[config.mk]
export PLATFORM = sky130hd
export DESIGN_NAME = fpu_mul_seq
export DESIGN_NICKNAME = d
export VERILOG_FILES = /design/src/rtl/fpu_mul_seq.sv
export SDC_FILE = /design/constraint.sdc
export NUM_CORES = 1
export LEC_CHECK = 0
export ABC_AREA = 1
export BUFFER_PORTS_ARGS = -buffer_cell sky130_fd_sc_hd__buf_2
export CAP_MARGIN = 20
export CORE_MARGIN = 2
export CORE_UTILIZATION = 55
export DETAILED_ROUTE_END_ITERATION = 16
export GPL_TIMING_DRIVEN = 0
export PLACE_DENSITY = 0.78
export RECOVER_POWER = 25
export SLEW_MARGIN = 20
export SYNTH_ARGS = -nofsm -noshare
export SYNTH_HDL_FRONTEND = slang
export SYNTH_SLANG_ARGS = --single-unit
[constraint.sdc]
create_clock -name clk -period 3.1 [get_ports clk]
set_input_delay 0.31 -clock clk [delete_from_list [all_inputs] [get_ports clk]]
set_output_delay 0.31 -clock clk [all_outputs]
set_load 0.02 [all_outputs]
[src/rtl/fpu_mul_seq.sv]
// Sequential binary16 multiplier: shift-add mantissa product, then normalise.
// Define FPU_MUL_RNE_EN for round-to-nearest-even (default truncates).
module fpu_mul_seq (
    input  logic        clk,
    input  logic        rst_n,
    input  logic [15:0] op_a,
    input  logic [15:0] op_b,
    input  logic        in_valid,
    output logic        in_ready,
    output logic [15:0] result,
    output logic        out_valid,
    input  logic        out_ready,
    output logic        busy
);

    typedef enum logic [1:0] {IDLE, MUL, NORM, DONE} state_t;

    state_t      state_q;
    logic        sign_q;
    logic [4:0]  ea_q, eb_q;
    logic [10:0] ma_q, mb_q;
    logic [21:0] prod_q;
    logic [3:0]  cnt_q;
    logic [15:0] result_q;
    logic        out_valid_q;

    logic        a_nan, b_nan, a_inf, b_inf, a_zero, b_zero;
    logic        sgn_d, special_d;
    logic [15:0] spec_res_d;

    always_comb begin
        a_nan  = (&op_a[14:10]) && (|op_a[9:0]);
        b_nan  = (&op_b[14:10]) && (|op_b[9:0]);
        a_inf  = (&op_a[14:10]) && !(|op_a[9:0]);
        b_inf  = (&op_b[14:10]) && !(|op_b[9:0]);
        a_zero = (op_a[14:10] == 5'd0);
        b_zero = (op_b[14:10] == 5'd0);
        sgn_d  = op_a[15] ^ op_b[15];
        special_d = a_nan | b_nan | a_inf | b_inf | a_zero | b_zero;
        if (a_nan || b_nan || (a_inf && b_zero) || (b_inf && a_zero))
            spec_res_d = 16'h7E00;
        else if (a_inf || b_inf)
            spec_res_d = {sgn_d, 15'h7C00};
        else
            spec_res_d = {sgn_d, 15'h0000};
    end

    logic [21:0]       part_d;
    logic signed [6:0] exp_d;
    logic [9:0]        man_d;
    logic [15:0]       norm_res_d;
`ifdef FPU_MUL_RNE_EN
    logic              guard_d, sticky_d, lsb_d, up_d;
    logic [10:0]       rnd_d;
`endif

    always_comb begin
        part_d = mb_q[0] ? ({11'b0, ma_q} << cnt_q) : 22'b0;
        exp_d  = $signed({2'b0, ea_q}) + $signed({2'b0, eb_q}) - 7'sd15;
        if (prod_q[21]) begin
            man_d = prod_q[20:11];
            exp_d = exp_d + 7'sd1;
        end else begin
            man_d = prod_q[19:10];
        end
`ifdef FPU_MUL_RNE_EN
        guard_d  = prod_q[21] ? prod_q[10] : prod_q[9];
        sticky_d = prod_q[21] ? (|prod_q[9:0]) : (|prod_q[8:0]);
        lsb_d    = man_d[0];
        up_d     = guard_d && (sticky_d || lsb_d);
        rnd_d    = {1'b0, man_d} + {10'b0, up_d};
        man_d    = rnd_d[9:0];
        if (rnd_d[10])
            exp_d = exp_d + 7'sd1;
`endif
        if (exp_d >= 7'sd31)
            norm_res_d = {sign_q, 15'h7C00};
        else if (exp_d <= 7'sd0)
            norm_res_d = {sign_q, 15'h0000};
        else
            norm_res_d = {sign_q, exp_d[4:0], man_d};
    end

    always_ff @(posedge clk or negedge rst_n) begin
        if (!rst_n) begin
            state_q     <= IDLE;
            sign_q      <= 1'b0;
            ea_q        <= 5'd0;
            eb_q        <= 5'd0;
            ma_q        <= 11'd0;
            mb_q        <= 11'd0;
            prod_q      <= 22'd0;
            cnt_q       <= 4'd0;
            result_q    <= 16'h0000;
            out_valid_q <= 1'b0;
        end else begin
            unique case (state_q)
                IDLE: if (in_valid) begin
                    sign_q <= sgn_d;
                    ea_q   <= op_a[14:10];
                    eb_q   <= op_b[14:10];
                    ma_q   <= {1'b1, op_a[9:0]};
                    mb_q   <= {1'b1, op_b[9:0]};
                    prod_q <= 22'd0;
                    cnt_q  <= 4'd0;
                    if (special_d) begin
                        result_q <= spec_res_d;
                        state_q  <= DONE;
                    end else begin
                        state_q  <= MUL;
                    end
                end
                MUL: begin
                    prod_q <= prod_q + part_d;
                    mb_q   <= mb_q >> 1;
                    cnt_q  <= cnt_q + 4'd1;
                    if (cnt_q == 4'd10)
                        state_q <= NORM;
                end
                NORM: begin
                    result_q    <= norm_res_d;
                    out_valid_q <= 1'b1;
                    state_q     <= DONE;
                end
                DONE: begin
                    // Special results land here one cycle before they are presented.
                    if (!out_valid_q) begin
                        out_valid_q <= 1'b1;
                    end else if (out_ready) begin
                        out_valid_q <= 1'b0;
                        state_q     <= IDLE;
                    end
                end
                default: state_q <= IDLE;
            endcase
        end
    end

    assign in_ready  = (state_q == IDLE);
    assign busy      = (state_q != IDLE);
    assign result    = result_q;
    assign out_valid = out_valid_q;

endmodule

==> flow_summary.yaml, run 1 <==
hold_path:
  hold_end: "ma_q[1]"
  hp-start: "op_a[1]"
  hold_path_class: "primary input to register"
  hold_depth: 3
global_routing:
  grt_max_degree: 41
  grt_pass1_vias: 5211
  track_usage: 0.263
  grt_pass1_wl_um: 23900
  grt_antenna_before_repair: 0
  overflow: 0
synthesis:
  netlist.area_leader.share: 0.340
  ys.flop_type: "dfrtp_1"
  synth.area.top_cells: "dfrtp_1 34%, nand2_1 15%, ha_1 8.1%, o21ai_0 6.1%, inv_1 5.2%"
  async_reset_ff_frac: 1.00
  synth_edf_count: 0
  synth_nets: 891
  ys_seq_area_frac: 0.340
  ys_warn_count: 0
  syn_area_sq_um: 5750
  synth_top_area_cell: "dfrtp_1"
  syn_inst: 816
  ys_types: 45
  syn-mean-instance-area_sq_um: 7.04
  synth_seq_cells: 78
  synth.most_common_cell: "nand2_1"
  synth_common_cells: "235 x nand2_1, 79 x inv_1, 78 x dfrtp_1"
sta:
  tns_ns: 0
  clock.fmax_mhz: 334
  skew_ns: 0.0102
  relSlewSlack: -0.433
  hold_viol: 0
  slew_viol_final: 39
  fin_crit_sh: 0.967
  setup_viol: 0
  post-route-min-period_ns: 3.00
  tightestPinTransition_ns: 2.15
placement:
  placed_area_sq_um: 6210
  dp_hpwl_um: 10700
  port_buffers: 54
  place_congestion: 0.948
status:
  violations: "capacitance limit, slew limit"
  outcome: "finished, violations left"
routing:
  wl_um: 14700
  avgRoutedWirePerCell_um: 14.2
  via_per_inst: 5.56
  drc_errors: 0
  num_vias: 5761
  firstDrtPassIters: 5
  drt_iter0_drc: 551
  antenna_left: 0
final_layout:
  layout.nets: 970
  syn_to_final_growth_pct: 18.7
  fillCellCount: 880
  stdcell_area_sq_um: 6820
  register_area_sq_um: 1950
  n_antenna_cell: 0
  multi_input_area_sq_um: 3570
  layout-drive-gt1-share: 0.202
critical_path:
  cp.arrival_ns: 3.30
  critPathKind: "register to register"
  reg2reg_depth: 16
  slowest_delay_ns: 0.43
  cp-end-kind: "register"
  reg2reg_to: "prod_q[9]"
  crit_required_ns: 3.41
  r2r_slack_ns: 0.10
  startpoint_type: "register"
  r2r_start: "cnt_q[1]"
  cpMostUsedCell: "nand2_1"
  cp_slowest_cell: "dfrtp_2"
  crit_chain: "clkinvlp_4 -> buf_2 -> o21ai_0 -> nand2_1 -> nor2_1 -> ha_1 -> a21oi_1 -> nand2_1 -> a21boi_2 -> buf_4 -> buf_4 -> inv_1 -> a21o_1 -> a21oi_1 -> o21ai_0 -> nand2_1"
  critPathMaxFanout: 10
cts:
  clock-sinks: 78
  cts_max_path_buffers: 2
  cts_buffers: 9
  clk_pin_slew_ns: 0.09
  root_buffer: "clkbuf_8"
  htreeDepth: 3
  cts_tree: "done"
  clock_latency_ns: 0.37
floorplanning:
  start_util: 0.562
  rows: 37
  ios: 55
  core_sq_um: 10200
  die_h_um: 106
  die_width_um: 106
  dieArea_sq_um: 11300
pwr:
  sw_frac_of_total: 0.518
  irDropWorstVdd_mv: 0.745
  p_leak_nw: 3.43
  power.internal_w: 0.00395
  seqPwrFrac: 0.213
  pwr-share-clk: 0.119
  power_density_nw_per_um2: 1200
  p_switching_w: 0.00425
  p_comb_frac: 0.668
run:
  maxCapViolCount: 1
## critical path, delay by kind of cell (launching register included)
family / cells / cell delay [ns]
DFF: 1 / 0.43
buffers and inverters: 5 / 0.69
adders and majority gates: 1 / 0.30
and+or+nand+nor: 4 / 0.47
AOI/OAI and AO/OA: 6 / 1.03
## registers in the layout (all words and copies together), names as in the netlist
signal and flops:
cnt_q 4, ea_q 5, eb_q 5, ma_q 11
mb_q 11, out_valid 1, prod_q 22, result 16
sign_q 1, state_q 2
## final cells by class
type                    instances  area share
multi-input cells             623       0.523
flip-flops and latches         78       0.287
repair buffers                 69      0.0582
inverters                      87      0.0484
well taps                     136      0.0250
plain buffers                  27      0.0211
clock buffers                  10      0.0202
clock inverters                 6      0.0171
## logic make-up after synthesis
group,count (synthesis),share of synthesized area
buffers and inverters,115,0.0788
flip-flops,78,0.340
adder cells (fa/ha/maj),39,0.0875
AO/OA/AOI/OAI,185,0.187
XOR/XNOR,8,0.0122
AND/OR/NAND/NOR,391,0.295
## power groups by stage
| stage | registers [W] | clock network, W | logic, W |
|---|---|---|---|
| floorplan | 0.00176 | 0 | 0.00371 |
| global placement | 0.00173 | 0 | 0.00474 |
| detailed placement | 0.00174 | 0 | 0.00481 |
| CTS | 0.00172 | 0.000987 | 0.00487 |
| global route | 0.00179 | 0.00103 | 0.00615 |
| finish | 0.00175 | 0.000973 | 0.00548 |
## metrics by stage
stage	hold slack (ns)	util	worst slack (ns)	total power, W	cells
2_1_floorplan	0.0144	-	0.204	0.00547	816
3_3_place_gp	0.462	0.605	-0.350	0.00647	1006
3_5_place_dp	0.316	0.607	-0.376	0.00655	1007
4_1_cts	0.154	0.634	0.00585	0.00758	1024
5_1_grt	0.167	0.667	-0.137	0.00897	1036
6_report	0.157	0.667	0.103	0.00820	1036
## worst max-delay path by stage
stage | slack, ns | start | endpoint
2_1_floorplan | 0.20 | cnt_q[2] | prod_q[16]
3_3_place_gp | -0.35 | cnt_q[2] | prod_q[16]
3_5_place_dp | -0.38 | cnt_q[2] | prod_q[11]
4_1_cts | 0.006 | cnt_q[0] | prod_q[17]
5_1_grt | -0.14 | cnt_q[1] | prod_q[17]
6_report | 0.10 | cnt_q[1] | prod_q[9]
## layer usage
layer / up-vias / wire [um] / track usage
li1: 2866 / - / -
met1: 2626 / 6710 / 0.363
met2: 230 / 6770 / 0.424
met3: 39 / 860 / 0.0319
met4: 0 / 341 / 0.0977
met5: - / 0 / 0
## cells in the final DEF (no fill, tap or decap), drive strengths merged, types with 2 or more instances in the layout
cell    count
inv        84
ha         37
dfrtp      78
bufinv      3
nor4        6
nand2     241
clkbuf     30
clkinv      5
a211oi     10
o22ai      13
xor2        6
xnor2       2
o21ai      83
nor2       80
buf        75
nor3        7
nand3      42
o31ai       3
a31oi      14
a21oi      50
a21o        2
o21a        3
nand4       8
or2         5
fa          2
## timing repair
action	CTS	global route
resized for setup	11	84
hold buffers	1	0
buffers inserted	0	13
endpoints found under the setup margin	18	15
pin swaps	0	22
hold endpoints to repair	38	0
(Power assumes the default switching activity.)
==> inputs of run 2 (changes only) <==
Settings changed: CELL_PAD_IN_SITES_DETAIL_PLACEMENT set to 0, CELL_PAD_IN_SITES_GLOBAL_PLACEMENT set to 1, CORE_UTILIZATION 55 to 39, PLACE_DENSITY 0.78 to unset, PLACE_DENSITY_LB_ADDON set to 0.1.
==> run 2 against run 1 <==
Compared with the run above: the run still ends with capacitance limit, slew limit left; combinational power increased by 2%; register-to-register slack improved by 0.09 ns; sequential power about the same; sequential share of layout area decreased by 0.48 points; worst hold slack improved by 0.021 ns; clock power about the same; design area increased by 1.7%; fmax increased by 3.1%; cell count increased by 4.2%; non-clock buffer count decreased by 4; sequential cell count unchanged; critical path type unchanged; critical endpoint is now prod_q[21].
==> flow_summary.yaml, run 2 (same netlist as run 1, synthesis figures left out) <==
sta:
  setup_viol: 0
  grt_setup_unrepaired: "true"
  hold_viol: 0
  relSlewSlack: -0.454
  tightestPinTransition_ns: 2.18
  fin_crit_sh: 0.938
  clock.fmax_mhz: 344
  post-route-min-period_ns: 2.91
  skew_ns: 0.00547
  slew_viol_final: 38
  setup_slack_ns: 0.194
global_routing:
  met1_usage: 0.293
  grt_use_met3: 0.0364
  top_usage_layer: "met2"
  track_usage: 0.214
  grt_antenna_before_repair: 0
  globalRouteMet2Util: 0.358
  overflow: 0
  grt_pass1_wl_um: 27100
  grt_max_degree: 42
  grt_pass1_vias: 5444
final_layout:
  most-common-layout-cells: "228 x nand2_1, 79 x inv_1, 76 x dfrtp_1"
  layout-drive-gt1-share: 0.217
  top_register: "prod_q"
  syn_to_final_growth_pct: 20.7
  layout.nets: 966
  n_antenna_cell: 0
  mostFrequentLayoutCell: "nand2_1"
  fillCellCount: 1498
  largest_reg_flops: 22
routing:
  firstDrtPassIters: 5
  num_vias: 5600
  drc_errors: 0
  drt_iter0_drc: 279
  avgRoutedWirePerCell_um: 15.2
  wl_um: 16400
  via_per_inst: 5.19
  antenna_left: 0
cts:
  cts_max_path_buffers: 2
  clock_latency_ns: 0.35
  clk_pin_slew_ns: 0.06
  cts_buffers: 9
  cts_tree: "done"
  htreeDepth: 3
  root_buffer: "clkbuf_16"
  clock-sinks: 78
critical_path:
  startpoint_type: "register"
  cpMostUsedCell: "nand2_1"
  r2r_start: "cnt_q[0]"
  cp-end-kind: "register"
  slowest_delay_ns: 0.41
  crit_required_ns: 3.34
  crit_chain: "buf_6 -> buf_6 -> nand2_1 -> nand2_1 -> o21ai_2 -> nor2_1 -> a31oi_1 -> o22ai_1 -> ha_2 -> nand4_1 -> nor3_2 -> nand4_1 -> nand3_2 -> nand2_2 -> nand2_1 -> nand2_1 -> nand3_1 -> nand2_1"
  r2r_slack_ns: 0.19
  critPathLaunch: "cnt_q[0]"
  critPathKind: "register to register"
  cp.arrival_ns: 3.15
  cp_slowest_cell: "dfrtp_1"
  critPathMaxFanout: 10
hold_path:
  hp-start: "op_a[1]"
  hold_path_class: "primary input to register"
floorplanning:
  ios: 55
  dieArea_sq_um: 15700
  die_width_um: 125
  rows: 44
  die_h_um: 125
  core_sq_um: 14500
  start_util: 0.397
placement:
  port_buffers: 54
  place_congestion: 0.894
  dp_hpwl_um: 12600
  place_ws_ns: -0.456
pwr:
  irDropWorstVdd_mv: 0.503
  power_w: 0.00837
  power_density_nw_per_um2: 1210
  p_leak_nw: 3.39
status:
  violations: "capacitance limit, slew limit"
  outcome: "finished, violations left"
run:
  maxCapViolCount: 1
-- run 2: final cells by class --
| cell class | instances | area [sq um] | area share |
|---|---|---|---|
| Buffer | 27 | 149 | 0.0215 |
| Clock buffer | 10 | 239 | 0.0345 |
| Clock inverter | 6 | 37.5 | 0.00541 |
| Inverter | 87 | 328 | 0.0473 |
| Multi-Input combinational cell | 623 | 3630 | 0.524 |
| Sequential cell | 78 | 1950 | 0.282 |
| Tap cell | 184 | 230 | 0.0332 |
| Timing Repair Buffer | 65 | 364 | 0.0525 |
-- run 2: final timing paths --
kind                                   end  depth (start not counted)
worst max-delay path            prod_q[21]                         18
worst min-delay path               ma_q[1]                          3
worst max register to register  prod_q[21]                         18
worst min register to register   result[3]                          2
max in group asynchronous         cnt_q[2]                          2
min in group asynchronous          ea_q[4]                          2
-- run 2: power by group --
group          leakage, nW  internal, W  switching, W
logic                 2.29      0.00198       0.00363
registers            0.979      0.00145      0.000301
clock network        0.130     0.000560      0.000444
total                 3.39      0.00399       0.00437
-- run 2: what timing repair did --
item                                   in CTS  in global routing
resized for setup                          21                 93
endpoints found under the hold margin      37                  0
gates cloned                                0                  1
setup endpoints to repair                  18                 17
hold buffers                                1                  0
setup buffers                               0                  8
pin swaps                                   0                 19
-- run 2: critical path: cells and delay by family (launching register included) --
kind | cells | cell delay [ns]
AND/OR/NAND/NOR | 12 | 1.21
AO/OA/AOI/OAI | 3 | 0.50
flip-flops | 1 | 0.41
adder cells (fa/ha/maj) | 1 | 0.40
buffers and inverters | 2 | 0.27
-- run 2: stage by stage --
stage | setup TNS (ns) | cell area [sq um] | std cells | utilization | hold slack, ns
after detailed placement | -5.03 | 6270 | 1055 | 0.433 | 0.322
after global placement | -5.30 | 6250 | 1054 | 0.431 | 0.460
after global routing | -0.0882 | 6930 | 1080 | 0.479 | 0.183
final | 0 | 6930 | 1080 | 0.479 | 0.178
after CTS | 0 | 6590 | 1071 | 0.455 | 0.169
after floorplan | 0 | 5750 | 816 | - | 0.0144
-- run 2: per-layer routing --
metal / vias up / routed length (um)
li1: 2868 / -
met1: 2619 / 7990
met2: 96 / 7710
met3: 17 / 508
met4: 0 / 208
met5: - / 0
==> inputs of run 3 (changes only) <==
Settings changed: CORE_UTILIZATION 39 to 41, CTS_BUF_LIST set to sky130_fd_sc_hd__clkbuf_8, RECOVER_POWER 25 to unset.
==> run 3 against run 2 <==
Compared with the run above: the flow now finishes without violations; global-route usage is 1.5 points higher; count of clock-buffer cells in the layout is 1 lower; total power is 0.55% lower; worst hold slack worse by 0.023 ns; sequential power hardly changed; fmax is 2.8% lower; critical endpoint is now prod_q[17]; largest cell class unchanged; highest routed layer unchanged.
==> flow_summary.yaml, run 3 (same netlist as run 1, synthesis figures left out) <==
placement:
  place_congestion: 0.870
  dp_hpwl_um: 12500
  dp_cells: 1051
  place_ws_ns: -0.588
  port_buffers: 54
sta:
  slew_viol_final: 0
  skew_ns: 0.0104
  setup_viol: 0
  tightestPinTransition_ns: 0.642
  relSlewSlack: 0.572
  fin_crit_sh: 0.965
  hold_viol: 0
  setup_slack_ns: 0.108
  post-route-min-period_ns: 2.99
  clock.fmax_mhz: 334
  grt_setup_unrepaired: "true"
routing:
  drc_errors: 0
  via_per_inst: 5.21
  firstDrtPassIters: 4
  avgRoutedWirePerCell_um: 15.0
  wl_um: 16200
  antenna_left: 0
  num_vias: 5629
  drt_iter0_drc: 240
global_routing:
  grt_max_degree: 45
  grt_antenna_before_repair: 0
  track_usage: 0.229
  grt_pass1_vias: 5495
  overflow: 0
  grt_pass1_wl_um: 26800
final_layout:
  syn_to_final_growth_pct: 21.2
  fin_cells: 1081
  n_antenna_cell: 0
  layout-drive-gt1-share: 0.226
  fillCellCount: 1427
  layout.nets: 974
  top_register: "prod_q"
  mostFrequentLayoutCell: "nand2_1"
  largest_reg_flops: 22
  multi_input_area_sq_um: 3710
  register_area_sq_um: 1950
  most-common-layout-cells: "225 x nand2_1, 79 x inv_1, 77 x dfrtp_1"
floorplanning:
  die_width_um: 122
  die_h_um: 122
  dieArea_sq_um: 15000
  ios: 55
  start_util: 0.417
  core_sq_um: 13800
  rows: 43
critical_path:
  cp-end-kind: "register"
  r2r_start: "cnt_q[0]"
  critPathLaunch: "cnt_q[0]"
  critPathMaxFanout: 10
  startpoint_type: "register"
  crit_required_ns: 3.41
  cp.arrival_ns: 3.30
  critPathKind: "register to register"
pwr:
  irDropWorstVdd_mv: 0.526
  p_leak_nw: 3.43
  power_density_nw_per_um2: 1190
cts:
  clk_pin_slew_ns: 0.08
  clock-sinks: 78
  cts_max_path_buffers: 2
  cts_tree: "done"
  clock_latency_ns: 0.37
  cts_buffers: 9
  root_buffer: "clkbuf_8"
  htreeDepth: 3
status:
  outcome: "complete, no violations"
run:
  maxCapViolCount: 0
hold_path:
  hp-start: "op_a[1]"
  hold_path_class: "primary input to register"
run 3: layout make-up:
cell class / count / share of cell area
Buffer: 27 / 0.0205
Clock buffer: 9 / 0.0178
Clock inverter: 4 / 0.00737
Inverter: 87 / 0.0473
Multi-Input combinational cell: 623 / 0.533
Sequential cell: 78 / 0.280
Tap cell: 180 / 0.0323
Timing Repair Buffer: 73 / 0.0618
run 3: critical path: stages, from the launching register on:
cell	delay, ns
dfrtp_1	0.39
buf_6	0.15
buf_4	0.18
nand2_1	0.06
nand2_1	0.11
nand2_1	0.06
o21ai_0	0.12
o21ai_1	0.15
buf_4	0.15
nor2_1	0.22
ha_4	0.27
a21oi_2	0.20
o21ai_0	0.16
a21oi_2	0.21
o21ai_4	0.09
a21oi_2	0.14
nand2b_1	0.11
nand3_1	0.06
nand2_1	0.08
run 3: power by group:
group          internal [W]  leakage [nW]  switching (W)
registers           0.00144         0.980       0.000313
clock network      0.000359        0.0870       0.000392
logic               0.00213          2.37        0.00368
run 3: stage by stage:
stage          TNS, ns  cell area, sq um  total power, W  hold WS, ns   util
2_1_floorplan        0              5750         0.00547       0.0144      -
3_3_place_gp     -5.73              6240         0.00664        0.466  0.453
3_5_place_dp     -5.72              6260         0.00671        0.359  0.455
4_1_cts              0              6510         0.00757        0.150  0.473
5_1_grt         -0.269              6960         0.00919        0.155  0.506
6_report             0              6960         0.00832        0.155  0.506
run 3: worst paths after layout:
kind | slack [ns] | endpoint | depth (start not counted)
setup / recovery | 0.11 | prod_q[17] | 18
hold / removal | 0.15 | ma_q[1] | 3
setup reg to reg | 0.11 | prod_q[17] | 18
hold reg to reg | 0.48 | result[5] | 2
max in group asynchronous | 2.00 | cnt_q[2] | 3
min in group asynchronous | 0.48 | eb_q[2] | 2
run 3: per-layer routing:
metal  global-route usage  routed length, um  share of wire  vias up
li1                     -                  -              -     2886
met1                0.302               7570           0.47     2620
met2                0.373               7540           0.46       95
met3               0.0437                686          0.042       28
met4               0.0848                421          0.026        0
met5                    0                  0              0        -
run 3: repair_timing:
action / in CTS / in global routing
gates resized for setup: 26 / 97
endpoints found under the setup margin: 18 / 16
pin swaps: 4 / 20
setup buffers: 2 / 15
hold buffers: 1 / 0
hold endpoints to repair: 43 / 0
